==> config.mk <==
export PLATFORM = sky130hd
export DESIGN_NAME = unidad_muldiv_flat
export DESIGN_NICKNAME = d
export VERILOG_FILES = /design/src/rtl/unidad_muldiv_if.sv /design/src/rtl/unidad_muldiv.sv /design/src/flat_wrapper.sv
export SDC_FILE = /design/constraint.sdc
export NUM_CORES = 1
export LEC_CHECK = 0
export CAP_MARGIN = 15
export CORE_MARGIN = 1
export CORE_UTILIZATION = 60
export DETAILED_ROUTE_END_ITERATION = 16
export MAX_ROUTING_LAYER = met4
export PLACE_DENSITY = 0.86
export SKIP_CTS_REPAIR_TIMING = 1
export SYNTH_ARGS = -nofsm -noshare
export SYNTH_HDL_FRONTEND = slang
export SYNTH_SLANG_ARGS = --single-unit
export TNS_END_PERCENT = 100
==> constraint.sdc <==
create_clock -name clk -period 6.1 [get_ports clk]
set_input_delay 1.22 -clock clk [delete_from_list [all_inputs] [get_ports clk]]
set_output_delay 1.22 -clock clk [all_outputs]
set_load 0.03 [all_outputs]
==> src/rtl/unidad_muldiv_if.sv <==
// Request/result bundle for the 32-bit multiply/divide unit: operands and op
// from the issuing pipeline, status and result words back from the unit.
interface unidad_muldiv_if;
  logic        start;
  logic [1:0]  op;
  logic [31:0] a;
  logic [31:0] b;
  logic        busy;
  logic        done;
  logic [31:0] hi;
  logic [31:0] lo;
  logic        div0;

  modport master (
    output start, op, a, b,
    input  busy, done, hi, lo, div0
  );

  modport slave (
    input  start, op, a, b,
    output busy, done, hi, lo, div0
  );
endinterface

==> src/rtl/unidad_muldiv.sv <==
// Iterative 32-bit MULTU/MULT/DIVU/DIV unit, one radix-2 step per clock, fixed 33-cycle latency.
// Divide support is present only when MULDIV_DIV_EN is defined; otherwise divide requests are ignored.
//
// state | meaning
// IDLE  | waiting for start; hi/lo/div0 hold the last result
// CALC  | 32 shift-add (multiply) or restoring shift-subtract (divide) steps
// FIN   | sign fix-up, result write, done pulse
module unidad_muldiv (
  input  logic            clk,
  input  logic            rst,
  unidad_muldiv_if.slave  bus
);

  typedef enum logic [1:0] {
    IDLE = 2'd0,
    CALC = 2'd1,
    FIN  = 2'd2
  } state_t;

  state_t      state_q;
  state_t      state_d;
  logic        load_en;
  logic        iter_en;
  logic        fin_en;
  logic        accept;

  logic [4:0]  cnt_q;
  logic [31:0] acc_hi_q;
  logic [31:0] acc_lo_q;
  logic [31:0] opnd_q;
  logic        neg_a_q;
  logic        neg_b_q;
  logic [31:0] hi_q;
  logic [31:0] lo_q;
  logic        done_q;

  logic        neg_a;
  logic        neg_b;
  logic [31:0] a_mag;
  logic [31:0] b_mag;
  logic [32:0] mul_sum;
  logic [63:0] prod_fix;

`ifdef MULDIV_DIV_EN
  logic        is_div_q;
  logic        b_zero_q;
  logic        div0_q;
  logic [32:0] rem_sh;
  logic [32:0] diff;
  logic [31:0] quot_fix;
  logic [31:0] rem_fix;

  assign accept = bus.start;
`else
  // Divide requests never leave IDLE in this build.
  assign accept = bus.start & ~bus.op[1];
`endif

  // Signed ops work on magnitudes; the signs are remembered for the fix-up.
  assign neg_a = bus.op[0] & bus.a[31];
  assign neg_b = bus.op[0] & bus.b[31];
  assign a_mag = neg_a ? (32'd0 - bus.a) : bus.a;
  assign b_mag = neg_b ? (32'd0 - bus.b) : bus.b;

  assign mul_sum  = {1'b0, acc_hi_q} + {1'b0, (acc_lo_q[0] ? opnd_q : 32'd0)};
  assign prod_fix = (neg_a_q ^ neg_b_q) ? (64'd0 - {acc_hi_q, acc_lo_q})
                                        : {acc_hi_q, acc_lo_q};

`ifdef MULDIV_DIV_EN
  assign rem_sh   = {acc_hi_q, acc_lo_q[31]};
  assign diff     = rem_sh - {1'b0, opnd_q};
  assign quot_fix = (neg_a_q ^ neg_b_q) ? (32'd0 - acc_lo_q) : acc_lo_q;
  assign rem_fix  = neg_a_q ? (32'd0 - acc_hi_q) : acc_hi_q;
`endif

  always_ff @(posedge clk) begin
    if (rst) begin
      state_q <= IDLE;
    end else begin
      state_q <= state_d;
    end
  end

  always_comb begin
    state_d = state_q;
    load_en = 1'b0;
    iter_en = 1'b0;
    fin_en  = 1'b0;
    case (state_q)
      IDLE: begin
        if (accept) begin
          load_en = 1'b1;
          state_d = CALC;
        end
      end
      CALC: begin
        iter_en = 1'b1;
        if (cnt_q == 5'd31) begin
          state_d = FIN;
        end
      end
      FIN: begin
        fin_en  = 1'b1;
        state_d = IDLE;
      end
      default: state_d = IDLE;
    endcase
  end

  always_ff @(posedge clk) begin
    if (rst) begin
      cnt_q    <= 5'd0;
      acc_hi_q <= 32'd0;
      acc_lo_q <= 32'd0;
      opnd_q   <= 32'd0;
      neg_a_q  <= 1'b0;
      neg_b_q  <= 1'b0;
      hi_q     <= 32'd0;
      lo_q     <= 32'd0;
      done_q   <= 1'b0;
`ifdef MULDIV_DIV_EN
      is_div_q <= 1'b0;
      b_zero_q <= 1'b0;
      div0_q   <= 1'b0;
`endif
    end else begin
      done_q <= 1'b0;

      if (load_en) begin
        cnt_q    <= 5'd0;
        acc_hi_q <= 32'd0;
        neg_a_q  <= neg_a;
        neg_b_q  <= neg_b;
`ifdef MULDIV_DIV_EN
        is_div_q <= bus.op[1];
        b_zero_q <= (bus.b == 32'd0);
        if (bus.op[1]) begin
          acc_lo_q <= a_mag;
          opnd_q   <= b_mag;
        end else begin
          acc_lo_q <= b_mag;
          opnd_q   <= a_mag;
        end
`else
        acc_lo_q <= b_mag;
        opnd_q   <= a_mag;
`endif
      end

      if (iter_en) begin
        cnt_q <= cnt_q + 5'd1;
`ifdef MULDIV_DIV_EN
        if (is_div_q) begin
          // A zero divisor always subtracts, leaving an all-ones quotient and remainder |a|.
          if (!diff[32]) begin
            acc_hi_q <= diff[31:0];
            acc_lo_q <= {acc_lo_q[30:0], 1'b1};
          end else begin
            acc_hi_q <= rem_sh[31:0];
            acc_lo_q <= {acc_lo_q[30:0], 1'b0};
          end
        end else begin
          {acc_hi_q, acc_lo_q} <= {mul_sum, acc_lo_q[31:1]};
        end
`else
        {acc_hi_q, acc_lo_q} <= {mul_sum, acc_lo_q[31:1]};
`endif
      end

      if (fin_en) begin
        done_q <= 1'b1;
`ifdef MULDIV_DIV_EN
        if (is_div_q) begin
          hi_q   <= rem_fix;
          lo_q   <= b_zero_q ? 32'hFFFF_FFFF : quot_fix;
          div0_q <= b_zero_q;
        end else begin
          hi_q   <= prod_fix[63:32];
          lo_q   <= prod_fix[31:0];
          div0_q <= 1'b0;
        end
`else
        hi_q <= prod_fix[63:32];
        lo_q <= prod_fix[31:0];
`endif
      end
    end
  end

  assign bus.busy = (state_q != IDLE);
  assign bus.done = done_q;
  assign bus.hi   = hi_q;
  assign bus.lo   = lo_q;
`ifdef MULDIV_DIV_EN
  assign bus.div0 = div0_q;
`else
  assign bus.div0 = 1'b0;
`endif

endmodule

==> src/flat_wrapper.sv <==
// flat-port wrapper written by rule: the top's interface ports become plain ports
module unidad_muldiv_flat 
  (clk, rst, bus_start, bus_op, bus_a, bus_b, bus_busy, bus_done, bus_hi, bus_lo, bus_div0);
  unidad_muldiv_if bus_i ();
  input  logic clk;
  input  logic rst;
  input wire logic [$bits(bus_i.start)-1:0] bus_start;
  input wire logic [$bits(bus_i.op)-1:0] bus_op;
  input wire logic [$bits(bus_i.a)-1:0] bus_a;
  input wire logic [$bits(bus_i.b)-1:0] bus_b;
  output wire logic [$bits(bus_i.busy)-1:0] bus_busy;
  output wire logic [$bits(bus_i.done)-1:0] bus_done;
  output wire logic [$bits(bus_i.hi)-1:0] bus_hi;
  output wire logic [$bits(bus_i.lo)-1:0] bus_lo;
  output wire logic [$bits(bus_i.div0)-1:0] bus_div0;
  assign bus_i.start = bus_start;
  assign bus_i.op = bus_op;
  assign bus_i.a = bus_a;
  assign bus_i.b = bus_b;
  assign bus_busy = bus_i.busy;
  assign bus_done = bus_i.done;
  assign bus_hi = bus_i.hi;
  assign bus_lo = bus_i.lo;
  assign bus_div0 = bus_i.div0;
  unidad_muldiv u_core (.clk(clk), .rst(rst), .bus(bus_i));
endmodule
---- Word level (Yosys, flattened, before mapping) ----
Cells that the tools add are included.
word-level totals
  register bits ........................... 170
  output and inout port bits .............. 67
operators by class
  add/subtract/negate cells ............... 5
  eq/ne operators ......................... 5
  mux-type cells .......................... 18
  bitwise gates (word level) .............. 5
  reductions and logical operators ........ 4
operators by type and width
  cell                   count
  $mux 32                7
  $mux 64                1
  $sub 1x32->32 const A  2
  $sub 1x64->64 const A  1
  $add 32x32->33         1
  $mux 5                 2
  $add 5x1->5 const B    1
  $eq 5x5->1 const B     1
  $mux 1                 5
  $mux 2                 2
  $ne 2x1->1 const B     2
  $pmux 2 s2             1
  $reduce_bool 2->1      2
  $and 1x1->1            3
  $eq 2x1->1 const B     1
  $eq 2x2->1 const B     1
  $logic_not 2->1        1
  $reduce_and 2->1       1
  $not 1->1              1
  $xor 1x1->1            1

---- Depth between registers and ports, before layout ----
  depth in word-level cells ............... 6
  gate-level depth with buffers ........... 13
  gate-level depth less buffers ........... 11

---- Worst setup path before layout ----
No wires, ideal clock.
  kind .................................... in2reg
  start point ............................. input port bus_a[8]
  end point ............................... register u_core.opnd_q[23]
  library setup time ...................... 0.086 ns
  data arrival time ....................... 3.313 ns
  setup slack ............................. 2.702 ns
  cell stages on the path ................. 7
  cell sequence ........................... or4_1 or3_1 nor4_1 nand2_1 o41ai_1 xor2_1 a211oi_1
between the ends
  longest elaborated chain between the ends .. 2
ends and longest elaborated chain
  what                    RTL line              RTL
  start: declaration      flat_wrapper.sv:9     input wire logic [$bits(bus_i.a)-1:0] bus_a;
  $sub 1x32->32           unidad_muldiv.sv:62   assign a_mag = neg_a ? (32'd0 - bus.a) : bus.a;
  $mux 32                 unidad_muldiv.sv:62
  end signal: assignment  unidad_muldiv.sv:146  opnd_q <= a_mag;
  end: declaration        unidad_muldiv.sv:30   logic [31:0] opnd_q;
Every way passes these cells.
A chain may end at the register's enable or synchronous reset.

---- Worst setup path after layout ----
  start point ............................. register u_core.acc_lo_q[0]
  end point ............................... register u_core.acc_hi_q[25]
between the ends
  longest elaborated chain between the ends .. 3
ends and longest elaborated chain
  what                      RTL line              RTL
  start: declaration        unidad_muldiv.sv:29   logic [31:0] acc_lo_q;
  start signal: assignment  unidad_muldiv.sv:145  acc_lo_q <= b_mag;
  start signal: assignment  unidad_muldiv.sv:166  {acc_hi_q, acc_lo_q} <= {mul_sum, acc_lo_q[31:1]};
  $mux 32                   unidad_muldiv.sv:65   assign mul_sum = {1'b0, acc_hi_q} + {1'b0, (acc_lo_q[0] ? opnd_q : 32'd0)};
  $add 32x32->33            unidad_muldiv.sv:65
  $mux 32                   unidad_muldiv.sv:150  if (iter_en) begin
  end signal: assignment    unidad_muldiv.sv:166
  end: declaration          unidad_muldiv.sv:28   logic [31:0] acc_hi_q;
Every way passes these cells.

==> results.txt <==
Summed over all cells, the static leakage comes to 4.484 nW. For this run, the number of Yosys warnings is 0. Dominant delay contributor by cell family on the critical path: compound AO/OA/AOI/OAI gates. The instance area at placement was 11,890 µm²; the largest net degree at the start of global routing was 96.

Adding up every negative setup slack in the final design gives 0 ps. The floorplan step set the die width to 134.1 µm. The tools report the remaining max-slew budget at the tightest pin as 0.3108. The first detailed-routing pass ran for 7 iterations.

The logs give 0 for the number of endpoints with negative hold slack in the final report and 1,651 for the number of non-filler instances in the completed layout. In this run, synthesis produced a sequential element count of 170. The cell-internal power is 0.001885 W.

The post-synth net total is 1,442. Share of cell area taken by muxes after synthesis: 0. The logs give 2 for the buffer levels on the longest clock path and 0.446 for the power share of the sequential group. For the number of antenna violations at the first check in global routing, the log shows 0. Number of antenna cells inserted: 0. The maximum net fanout on the critical path came out at 37. In the synthesized netlist the dominant register cell turns out to be sky130_fd_sc_hd__dfxtp_1. The logs give 234.9 MHz for the maximum clock frequency and 9,072 for the number of global-route vias before repair.

The tools report the part of the total power dissipated in the clock network as 0.404. The post-synthesis cell count was 1,335; the final clock skew was 8.527 ps. The floorplan has 47 rows. Sequential element share of the synthesized area: 0.3250. After filler insertion, the fill cell instance count of the layout stands at 1,361. The share of cells above drive strength 1 was 0.04892; the highest cell delay on the worst timing path was 970 ps. Using the TritonRoute via totals, the vias-per-cell ratio works out to 6.155. The post-synthesis compound-gate area fraction is 0.2571, and the buffering stage count on the worst path with inverters included is 2.

Across the VDD grid, the largest voltage drop is 0.0002137 V. The run finished with clean final reports. The cell at the slowest stage of the critical path was sky130_fd_sc_hd__dfxtp_1. The number of synthesized flops with an enable pin was 0. Once detailed placement completed, the half-perimeter wirelength came to 21.37 mm.

In this run, placement finished with an instance count of 1,619. The root buffer cell chosen for the clock tree is sky130_fd_sc_hd__clkbuf_16. The critical path in this run is classified as reg -> reg. The floorplan die height was 134.1 µm; the fraction of registers with async set/reset was 0.

For the cell area after layout, the log shows 12,470 µm². In the routed design, unresolved DRC markers number 0. During I/O placement, the number of pins put on the boundary was 136. Vias after detailed routing: 10,162.

Dividing the synthesized area by the synthesized cell count gives 7.844 µm². Routability-driven placement finished with a final weighted congestion of 0.9320. The initial cell density of the core is 0.6226. The adder-cell share of the synthesized area is 0.04612. The worst setup path is captured at a flop. For this run the aggregate overflow at the end of global routing stands at 0. The xor and xnor fraction of the mapped netlist area works out to 0.1154. Setup repair after global routing left no endpoint under its margin.

The first global-routing pass estimated 46.05 mm of wire. The proportion of power drawn by combinational gates was 0.150; the simple-gate area share of the yosys netlist was 0.2176. The clock transition time at the flip-flop clock pins of the worst setup and hold paths was 70 ps; the number of port buffers was 134. The top cell types in the final layout, fill and taps aside, are sky130_fd_sc_hd__dfxtp_1, sky130_fd_sc_hd__nand2_1, sky130_fd_sc_hd__clkdlybuf4s50_1, sky130_fd_sc_hd__nor2_1, sky130_fd_sc_hd__a21oi_1.

The area growth from synthesis to layout is 19.08%. The type of the most critical hold path is reg -> reg. The final count of pins violating max slew came out at 0. In the final design database the tool counted 1,525 nets.

The switching power total was 0.0007554 W. The measured slew at the worst slew-check pin was 1019 ps. The library cell used most frequently in the layout, excluding fill and tap cells, is sky130_fd_sc_hd__dfxtp_1. Setup violations remaining at the end of the flow were counted as 0. STA classifies the critical path startpoint as a flop. Yosys mapped the design onto 68 distinct sky130hd cell types. At the later pin of the worst-skew pair, clock insertion delay measures 440 ps. For this design, the sink count on the clock tree is 170. The tool flagged a number of max-cap violations equal to 0. The run gives 0.3295 as the all-layer global routing usage.

The critical path goes through and2_1, ha_1, inv_1, fa_1, nor2b_1, o2111ai_1, a211oi_1, nor3_1, buf_4, a2111oi_0, o21ai_0, a32o_1. The placeable core area is 16,820 µm². STA puts the critical path data required time at 6430 ps. TritonCTS built the clock tree. The detail route stage leaves a number of antenna-violating nets equal to 0.

The switching power share of the total was 0.2861. The H-tree generated during clock tree synthesis spans 4 levels. At the worst endpoint, the arrival time is 4580 ps. The worst slack at placement was 1907 ps; the power per cell area was 211.8 nW/µm².

The first routing iteration left 937 violations. After detailed routing, the total wire length is 28.69 mm. The final critical delay including setup and external delays is 4256 ps. Setup slack closes at 1844 ps.

The die covers 17,980 µm². After synthesis, the largest family of logic cells by area is compound AO/OA/AOI/OAI gates. The per-cell routed wire length is 17.38 µm.

The number of CTS-inserted buffers was 17; the netlist area before placement was 10,470 µm². The share of the cycle needed by the critical path after routing came out at 0.6978.
path summary, 6_finish.rpt:
check / start / end / slack [ps] / depth (start not counted)
setup reg to reg: u_core.acc_lo_q[0] / u_core.acc_hi_q[25] / 1840 / 12
setup / recovery: u_core.acc_lo_q[0] / u_core.acc_hi_q[25] / 1840 / 12
hold reg to reg: u_core.bus.hi[22] / u_core.bus.hi[22] / 450 / 2
hold / removal: u_core.bus.hi[22] / u_core.bus.hi[22] / 450 / 2
metrics by stage:
stage / total power (W) / utilization / hold WS, ps
after CTS: 0.002642 / 0.7414 / 450.2
final: 0.002640 / 0.7414 / 447.0
after global placement: 0.001580 / 0.7072 / 433.7
after global routing: 0.002729 / 0.7414 / 465.1
after detailed placement: 0.001589 / 0.7072 / 441.2
after floorplan: 0.001452 / - / 431.7
metal layers:
layer  up-vias  wire length [µm]  GRT usage  share of wire
li1       5016                 -          -              -
met1      4664             13410     0.4639           0.47
met2       434             12520     0.4902           0.44
met3        48              2263    0.04762          0.079
met4         0               495    0.09238          0.017
met5         -                 0          -              0
logic make-up after synthesis:
kind of cell / count (synthesis)
xor gates and xnor gates: 138
DFF: 170
buffers and inverters: 106
AOI/OAI and AO/OA: 412
adders and majority gates: 38
and+or+nand+nor: 470
other: 1
synth_stat cells, types with 26 or more instances:
cell type / number / area [µm²]
sky130_fd_sc_hd__a211oi_1: 65 / 488.0
sky130_fd_sc_hd__a21oi_1: 117 / 585.6
sky130_fd_sc_hd__a22oi_1: 29 / 217.7
sky130_fd_sc_hd__and2_1: 37 / 231.5
sky130_fd_sc_hd__clkbuf_1: 70 / 262.8
sky130_fd_sc_hd__dfxtp_1: 170 / 3403
sky130_fd_sc_hd__ha_1: 37 / 462.9
sky130_fd_sc_hd__inv_1: 26 / 97.59
sky130_fd_sc_hd__nand2_1: 141 / 529.3
sky130_fd_sc_hd__nand3_1: 28 / 140.1
sky130_fd_sc_hd__nor2_1: 133 / 499.2
sky130_fd_sc_hd__nor3_1: 30 / 150.1
sky130_fd_sc_hd__o21ai_0: 72 / 360.4
sky130_fd_sc_hd__xnor2_1: 74 / 648.1
sky130_fd_sc_hd__xor2_1: 64 / 560.5
state kept, by name (all words and copies together) (netlist names):
signal and count:
u_core.state_q 2, u_core.neg_b_q 1, u_core.neg_a_q 1, u_core.bus.done 1
u_core.bus.lo 32, u_core.bus.hi 32, u_core.acc_hi_q 32, u_core.acc_lo_q 32
u_core.opnd_q 32, u_core.cnt_q 5
layout make-up:
type                            instances  area, µm²  area share
Clock buffer                           19      442.9     0.03552
Sequential cell                       170       3403      0.2729
Inverter                               26      97.59    0.007827
Clock inverter                         13      132.6     0.01064
Timing Repair Buffer                  144       1414      0.1134
Multi-Input combinational cell       1059       6704      0.5376
Tap cell                              220      275.3     0.02207
worst reg2reg max path, cell delays in order (launching register included):
cell and delay [ps]:
sky130_fd_sc_hd__dfxtp_1 970, sky130_fd_sc_hd__and2_1 240, sky130_fd_sc_hd__ha_1 160, sky130_fd_sc_hd__inv_1 60, sky130_fd_sc_hd__fa_1 370, sky130_fd_sc_hd__nor2b_1 210, sky130_fd_sc_hd__o2111ai_1 230, sky130_fd_sc_hd__a211oi_1 280
sky130_fd_sc_hd__nor3_1 80, sky130_fd_sc_hd__buf_4 160, sky130_fd_sc_hd__a2111oi_0 880, sky130_fd_sc_hd__o21ai_0 220, sky130_fd_sc_hd__a32o_1 300
power by group through the flow:
stage | sequential, W | clock (W) | combinational (W)
6_report | 0.00118 | 0.00107 | 0.000395
5_1_grt | 0.00118 | 0.00112 | 0.000431
4_1_cts | 0.00118 | 0.00107 | 0.000391
3_5_place_dp | 0.00120 | 0 | 0.000388
3_3_place_gp | 0.00120 | 0 | 0.000381
2_1_floorplan | 0.00119 | 0 | 0.000266
(Power assumes the default switching activity.)
